===== config.mk =====
export PLATFORM = sky130hd
export DESIGN_NAME = ahb_lite_interconnect_n
export DESIGN_NICKNAME = d
export VERILOG_FILES = /design/src/rtl/ahb_lite_interconnect_n.sv
export SDC_FILE = /design/constraint.sdc
export NUM_CORES = 1
export LEC_CHECK = 0
export CAP_MARGIN = 20
export CORE_MARGIN = 1
export CORE_UTILIZATION = 24
export DETAILED_ROUTE_END_ITERATION = 16
export PLACE_DENSITY_LB_ADDON = 0.1
export REMOVE_ABC_BUFFERS = 1
export SLEW_MARGIN = 15
export SYNTH_ARGS = -nofsm -noshare
export SYNTH_HDL_FRONTEND = slang
export SYNTH_SLANG_ARGS = --single-unit

===== constraint.sdc =====
create_clock -name i_hclk -period 3.7 [get_ports i_hclk]
set_input_delay 0.925 -clock i_hclk [delete_from_list [all_inputs] [get_ports i_hclk]]
set_output_delay 0.925 -clock i_hclk [all_outputs]
set_load 0.03 [all_outputs]

===== src/rtl/ahb_lite_interconnect_n.sv =====
// AHB-Lite slave-side interconnect: address decode, default error slave,
// registered data-phase select and response mux, with unmapped-access logging.
module ahb_lite_interconnect_n #(
  parameter int NUM_SLAVES = 2,
  parameter int ADDR_W     = 32,
  parameter int DATA_W     = 64,
  parameter logic [NUM_SLAVES*ADDR_W-1:0] SLAVE_BASE = {32'h1000_0000, 32'h0000_0000},
  parameter logic [NUM_SLAVES*ADDR_W-1:0] SLAVE_MASK = {32'hF000_0000, 32'hF000_0000},
  parameter int ERR_CNT_W  = 16
) (
  input  logic                         i_hclk,
  input  logic                         i_hreset_n,
  input  logic                         i_hsel,
  input  logic [ADDR_W-1:0]            i_haddr,
  input  logic [1:0]                   i_htrans,
  output logic [NUM_SLAVES-1:0]        o_hselx,
  input  logic [NUM_SLAVES-1:0]        i_hreadyoutx,
  input  logic [NUM_SLAVES-1:0]        i_hrespx,
  input  logic [NUM_SLAVES*DATA_W-1:0] i_hrdatax,
  output logic                         o_hready,
  output logic                         o_hresp,
  output logic [DATA_W-1:0]            o_hrdata,
  input  logic                         i_clear_err,
  output logic [ERR_CNT_W-1:0]         o_err_count,
  output logic [ADDR_W-1:0]            o_err_addr
);

  localparam int SEL_W = (NUM_SLAVES < 2) ? 1 : $clog2(NUM_SLAVES + 1);
  localparam logic [SEL_W-1:0] SEL_DEFAULT = SEL_W'(NUM_SLAVES);

  typedef enum logic [1:0] {
    S_IDLE,
    S_ERR1,
    S_ERR2
  } def_state_t;

  def_state_t          r_state;
  def_state_t          w_state_next;
  logic [SEL_W-1:0]    r_sel;
  logic [SEL_W-1:0]    w_idx;
  logic                w_hit;
  logic                w_trigger;
  logic                w_def_ready;
  logic                w_def_resp;
  logic [ERR_CNT_W-1:0] r_err_count;
  logic [ADDR_W-1:0]   r_err_addr;

  // Scan from the top down so the lowest matching index wins on overlap.
  always_comb begin
    w_hit = 1'b0;
    w_idx = SEL_DEFAULT;
    for (int i = NUM_SLAVES - 1; i >= 0; i--) begin
      if (i_hsel && ((i_haddr & SLAVE_MASK[i*ADDR_W +: ADDR_W]) == SLAVE_BASE[i*ADDR_W +: ADDR_W])) begin
        w_hit = 1'b1;
        w_idx = SEL_W'(i);
      end
    end
  end

  always_comb begin
    o_hselx = '0;
    for (int i = 0; i < NUM_SLAVES; i++) begin
      o_hselx[i] = w_hit && (w_idx == SEL_W'(i));
    end
  end

  always_ff @(posedge i_hclk or negedge i_hreset_n) begin
    if (!i_hreset_n) begin
      r_sel <= SEL_DEFAULT;
    end else if (o_hready) begin
      r_sel <= w_idx;
    end
  end

  assign w_trigger = o_hready && !w_hit && i_hsel && i_htrans[1];

  always_ff @(posedge i_hclk or negedge i_hreset_n) begin
    if (!i_hreset_n) begin
      r_state <= S_IDLE;
    end else begin
      r_state <= w_state_next;
    end
  end

  // ERR1 can never retrigger because HREADY is low there, so it always moves on.
  always_comb begin
    w_state_next = S_IDLE;
    w_def_ready  = 1'b1;
    w_def_resp   = 1'b0;
    case (r_state)
      S_IDLE: begin
        if (w_trigger) w_state_next = S_ERR1;
      end
      S_ERR1: begin
        w_def_ready  = 1'b0;
        w_def_resp   = 1'b1;
        w_state_next = S_ERR2;
      end
      S_ERR2: begin
        w_def_resp = 1'b1;
        if (w_trigger) w_state_next = S_ERR1;
      end
      default: w_state_next = S_IDLE;
    endcase
  end

  always_comb begin
    o_hready = w_def_ready;
    o_hresp  = w_def_resp;
    o_hrdata = '0;
    for (int i = 0; i < NUM_SLAVES; i++) begin
      if (r_sel == SEL_W'(i)) begin
        o_hready = i_hreadyoutx[i];
        o_hresp  = i_hrespx[i];
        o_hrdata = i_hrdatax[i*DATA_W +: DATA_W];
      end
    end
  end

  // Clear wins over a same-cycle trigger; the count sticks at all-ones.
  always_ff @(posedge i_hclk or negedge i_hreset_n) begin
    if (!i_hreset_n) begin
      r_err_count <= '0;
      r_err_addr  <= '0;
    end else if (i_clear_err) begin
      r_err_count <= '0;
      r_err_addr  <= '0;
    end else if (w_trigger) begin
      if (r_err_count != '1) r_err_count <= r_err_count + ERR_CNT_W'(1);
      r_err_addr <= i_haddr;
    end
  end

  assign o_err_count = r_err_count;
  assign o_err_addr  = r_err_addr;

endmodule


# == After elaboration in Yosys (flattened, before gate mapping) ==
# Cells that the tools add are included.
# classes
add_sub_neg,1
n_eq_ne,6
mux,19
reduce_logical,17
# op_table
operator,n
64-bit 2-to-1 mux,2
32-bit 2-to-1 mux,2
16-bit 2-to-1 mux,3
32-bit logical NOT,1
"16-bit by 1-bit adder with 16-bit output, second input constant",1
"16-bit != test, second input constant",1
1-bit 2-to-1 mux,9
1-bit logical AND,7
"2-bit by 1-bit equality test with 1-bit output, second input constant",3
2-bit logical NOT,3
"4-bit by 1-bit equality test with 1-bit output, second input constant",1
2-bit 2-to-1 mux,2
2-bit one-hot mux with 2 select lines,1
2-bit nonzero test,2
2-bit OR reduction,2
"2-bit equality test, second input constant",1
2-bit AND reduction,1
1-bit logical NOT,1
# word_totals
register_bits,52
input_bits,170
out_inout_bits,116
wordCells,47

# == Longest topological paths before layout ==
# logic_depth
word_depth,10
mapped_depth,9
depth_no_buf,8

# == Worst setup path after synthesis ==
# Ideal clock, no wire load.
# synth_path
path_kind,input -> output
start,in i_haddr[30]
end,out o_hselx[0]
arrival_time_ns,1.719
required_ns,2.775
setup_slack_ns,1.056
path_stages,3
n_path_buf,0
cell_sequence,nor3_1 nand2_1 nor2_1
# synth_via
elab_chain_cells,6
elab_cells_between_ends,10
cone_classes,eq/ne: 1; mux: 4; reduce/logical: 5
# synth_rtl
item,line,rtl
from (decl),14,"input logic [ADDR_W-1:0] i_haddr,"
4-bit by 1-bit equality test with 1-bit output,53,if (i_hsel && ((i_haddr & SLAVE_MASK[i*ADDR_W +: ADDR_W]) == SLAVE_BASE[i*ADDR_W +: ADDR_W])) begin
1-bit logical AND,53,
2-bit 2-to-1 mux (2 in a row),53,
2-bit logical NOT,63,o_hselx[i] = w_hit && (w_idx == SEL_W'(i));
1-bit logical AND *,63,
to (decl),16,"output logic [NUM_SLAVES-1:0] o_hselx,"
# Every way passes the cells marked *; elsewhere a longest branch is shown, timed or not.

# == Worst setup path in the final report ==
# layout_path
start,in i_hrespx[0]
end,out o_hresp
# layout_via
elab_chain_cells,2
# layout_rtl
item,line,rtl
from (decl),18,"input logic [NUM_SLAVES-1:0] i_hrespx,"
1-bit 2-to-1 mux (2 in a row),112,if (r_sel == SEL_W'(i)) begin
to (decl),21,"output logic o_hresp,"
# Every way passes these cells.

==> flow_summary.json <==
{
  "die_h_um": 120.0,
  "slowest_stage": "clkdlybuf4s50_1",
  "routed_wl_um": 13510,
  "drcViolationCount": 0,
  "min_period_ns": 3.274,
  "critPathBufInv": 2,
  "slew_violations": 0,
  "status": "complete, no violations",
  "crit_arrival_ns": 2.35,
  "synth-compound-area-share": 0.1264,
  "fin_total_pwr_uw": 2733,
  "syn_area_per_cell_um2": 9.751,
  "synthAdderAreaFrac": 0.02245,
  "register_area_um2": 1306,
  "layout_commonest_cell": "clkdlybuf4s50_1",
  "cp-start-kind": "primary input",
  "core_area_um2": 13400,
  "final_cell_mix": "clkdlybuf4s50_1, nor2_1, mux2i_1, dfrtp_1, a22o_1",
  "synthArstFlopShare": 1.000,
  "setup_viol": 0,
  "synth_top_area_frac": 0.3816,
  "gr-total-overflow": 0,
  "crit_cells": 4,
  "fin_util": 0.4868,
  "synth_warnings": 0,
  "regToRegEndpoint": "o_err_count[15]$_DFFE_PN0P_",
  "rsz0062_at_grt": "no",
  "reg2reg_setup_slack_ns": 1.38,
  "syn_area_um2": 3344,
  "drt_iter0_drc": 70,
  "endpoint_kind": "output pin",
  "synth_edf_count": 0,
  "cts-resized-gates": 0,
  "cts_setup_buffers": 0,
  "synth_cell_types": 45,
  "n_antenna_cell": 0,
  "setup.worst_path.end": "o_hresp",
  "layout.nets": 792,
  "clock_latency_ns": 0.29,
  "portBuffers": 284,
  "synthCells": 343,
  "cts-root-buf": "clkbuf_16",
  "finalCritPeriodShare": 0.8848,
  "hold_path.class": "flip-flop to flip-flop",
  "finalWeightedCongestion": 0.7970,
  "vdd_drop_max_v": 0.0002380,
  "cts_buffers": 5,
  "reg2regPathDepth": 6,
  "num_rows": 42,
  "die_w_um": 120.0,
  "required_ns": 2.77,
  "hpwl_um": 10900,
  "critical_path_class": "primary input to output pin",
  "dieArea_um2": 14410,
  "grt_first_pass_wirelength_um": 20730,
  "area_growth_pct": 95.06,
  "cap_violations": 0,
  "initial_core_util": 0.2496,
  "slew_headroom": 0.5317,
  "grt_max_degree": 38,
  "power_leakage_uw": 0.002552,
  "vias": 3607,
  "power_density_nw_per_um2": 419.0,
  "synth_top_area_cell": "dfrtp_1",
  "vias_per_cell": 4.549,
  "ctsHoldBuffers": 0,
  "timing.final.hold_violations": 0,
  "synth_top_family_by_area": "multiplexers",
  "grt_use_total": 0.1861,
  "drive_above_1_share": 0.05673,
  "synth_ff_type": "dfrtp_1",
  "grt_pass1_vias": 3803,
  "worst_path_largest_cell_delay_ns": 0.72,
  "crit_top_cell": "clkdlybuf4s50_1",
  "io_pins": 286,
  "hold_path.startpoint": "o_err_addr[12]$_DFFE_PN0P_",
  "fillers": 1253,
  "synthSimpleGateAreaFrac": 0.1751,
  "worst_slew_pin_slew_ns": 0.7025,
  "cpLargestDelayFamily": "buffers and inverters",
  "first_pass_iters": 4,
  "worstSetupStartpoint": "i_hrespx[0]",
  "worstPathCellList": "clkdlybuf4s50_1, mux2i_1, o21ai_0, clkdlybuf4s50_1",
  "cts_sinks": 52,
  "synth.area.top_cells": "dfrtp_1, mux2i_1, a22o_1, nor2_1, xnor2_1",
  "synth_seq_cells": 52,
  "ant_nets": 0,
  "antenna_found_initial": 0,
  "fin_skew_ns": 0.006897,
  "synthMuxAreaShare": 0.2024,
  "crit_fanout": 1,
  "crit-reg2reg-launch": "r_sel[1]$_DFFE_PN1P_",
  "ys_seq_area_frac": 0.3895,
  "cts_tree": "done",
  "clock_path_buffers": 2,
  "timing.fmax_mhz": 305.5,
  "cts_max_level": 2,
  "synth-xor-area-share": 0.02881,
  "multi_input_area_um2": 1864,
  "clkSlewWorstSetupHoldPaths_ns": 0.07,
  "routedWlPerCell_um": 17.04
}
==> registers in the layout, summed over array words and instances (netlist names) <==
name         cells
o_err_addr      32
o_err_count     16
r_sel            2
r_state          2
==> per-stage QoR <==
step	worst slack [ns]	setup TNS (ns)	hold slack, ns	instance area (um2)	cells
after CTS	0.4279	0	0.5152	6524	793
after global routing	0.3694	0	0.5257	6524	793
final	0.4263	0	0.5095	6524	793
after global placement	0.4520	0	0.4874	6352	785
after detailed placement	0.4266	0	0.4898	6352	785
after floorplan	-1.495	-57.80	0.5457	3178	315
==> synthesized netlist by cell type, types with 2 or more instances <==
library cell,n
buf_2,14
xnor2_1,9
nor3_1,7
o21ai_0,12
nand3_1,6
xor2_1,2
dfrtp_1,51
or4_4,2
buf_1,2
nor4_1,8
nand2_1,10
inv_1,5
clkbuf_1,9
nor2_1,72
mux2i_1,65
o21a_1,2
nand4_1,3
ha_1,6
a22o_1,32
==> worst reg2reg max path, delay by kind of cell, from the launching register on <==
family / cells / cell delay [ns]
simple gates: 3 / 0.88
flops: 1 / 0.79
compound gates: 1 / 0.09
buf+inv: 2 / 0.46
==> area by class of cell <==
class	instances	area share
Multi-Input combinational cell	258	0.2858
Timing Repair Buffer	294	0.4511
Sequential cell	52	0.2002
Inverter	5	0.002877
Clock inverter	3	0.007096
Clock buffer	5	0.01918
Tap cell	176	0.03376
==> metal layers <==
| metal | GRT usage | part of all wire | vias to the layer above |
|---|---|---|---|
| met4 | 0.03438 | 0.012 | 0 |
| met2 | 0.3323 | 0.50 | 147 |
| met3 | 0.05228 | 0.087 | 10 |
| met1 | 0.2214 | 0.40 | 1686 |
| met5 | 0 | 0 | - |
| li1 | - | - | 1764 |
==> how the worst min path moves through the flow <==
| stage | end | slack, ns | cells after the start |
|---|---|---|---|
| 3_5_place_dp | o_err_addr[14]$_DFFE_PN0P_ | 0.49 | 1 |
| 4_1_cts | o_err_addr[24]$_DFFE_PN0P_ | 0.52 | 1 |
| 3_3_place_gp | o_err_addr[30]$_DFFE_PN0P_ | 0.49 | 1 |
| 6_report | o_err_addr[12]$_DFFE_PN0P_ | 0.51 | 1 |
| 2_1_floorplan | r_state[1]$_DFF_PN0_ | 0.55 | 1 |
| 5_1_grt | o_err_addr[4]$_DFFE_PN0P_ | 0.53 | 1 |
==> where the power goes <==
| group | internal (uW) | total, uW | leakage, uW | switching (uW) |
|---|---|---|---|---|
| logic | 706 | 1510 | 0.00176 | 801 |
| clock network | 323 | 540 | 0.0000857 | 217 |
| registers | 611 | 685 | 0.000708 | 74.2 |
==> logic make-up (layout without fill, tap and decap cells) <==
group	count (synthesis)	count (layout)
AO/OA/AOI/OAI	54	54
XOR/XNOR	11	11
adder cells (fa/ha/maj)	6	6
buffers and inverters	33	307
flip-flops	52	52
multiplexers	67	67
AND/OR/NAND/NOR	120	120
No activity file was read; power rests on OpenSTA's default activity.
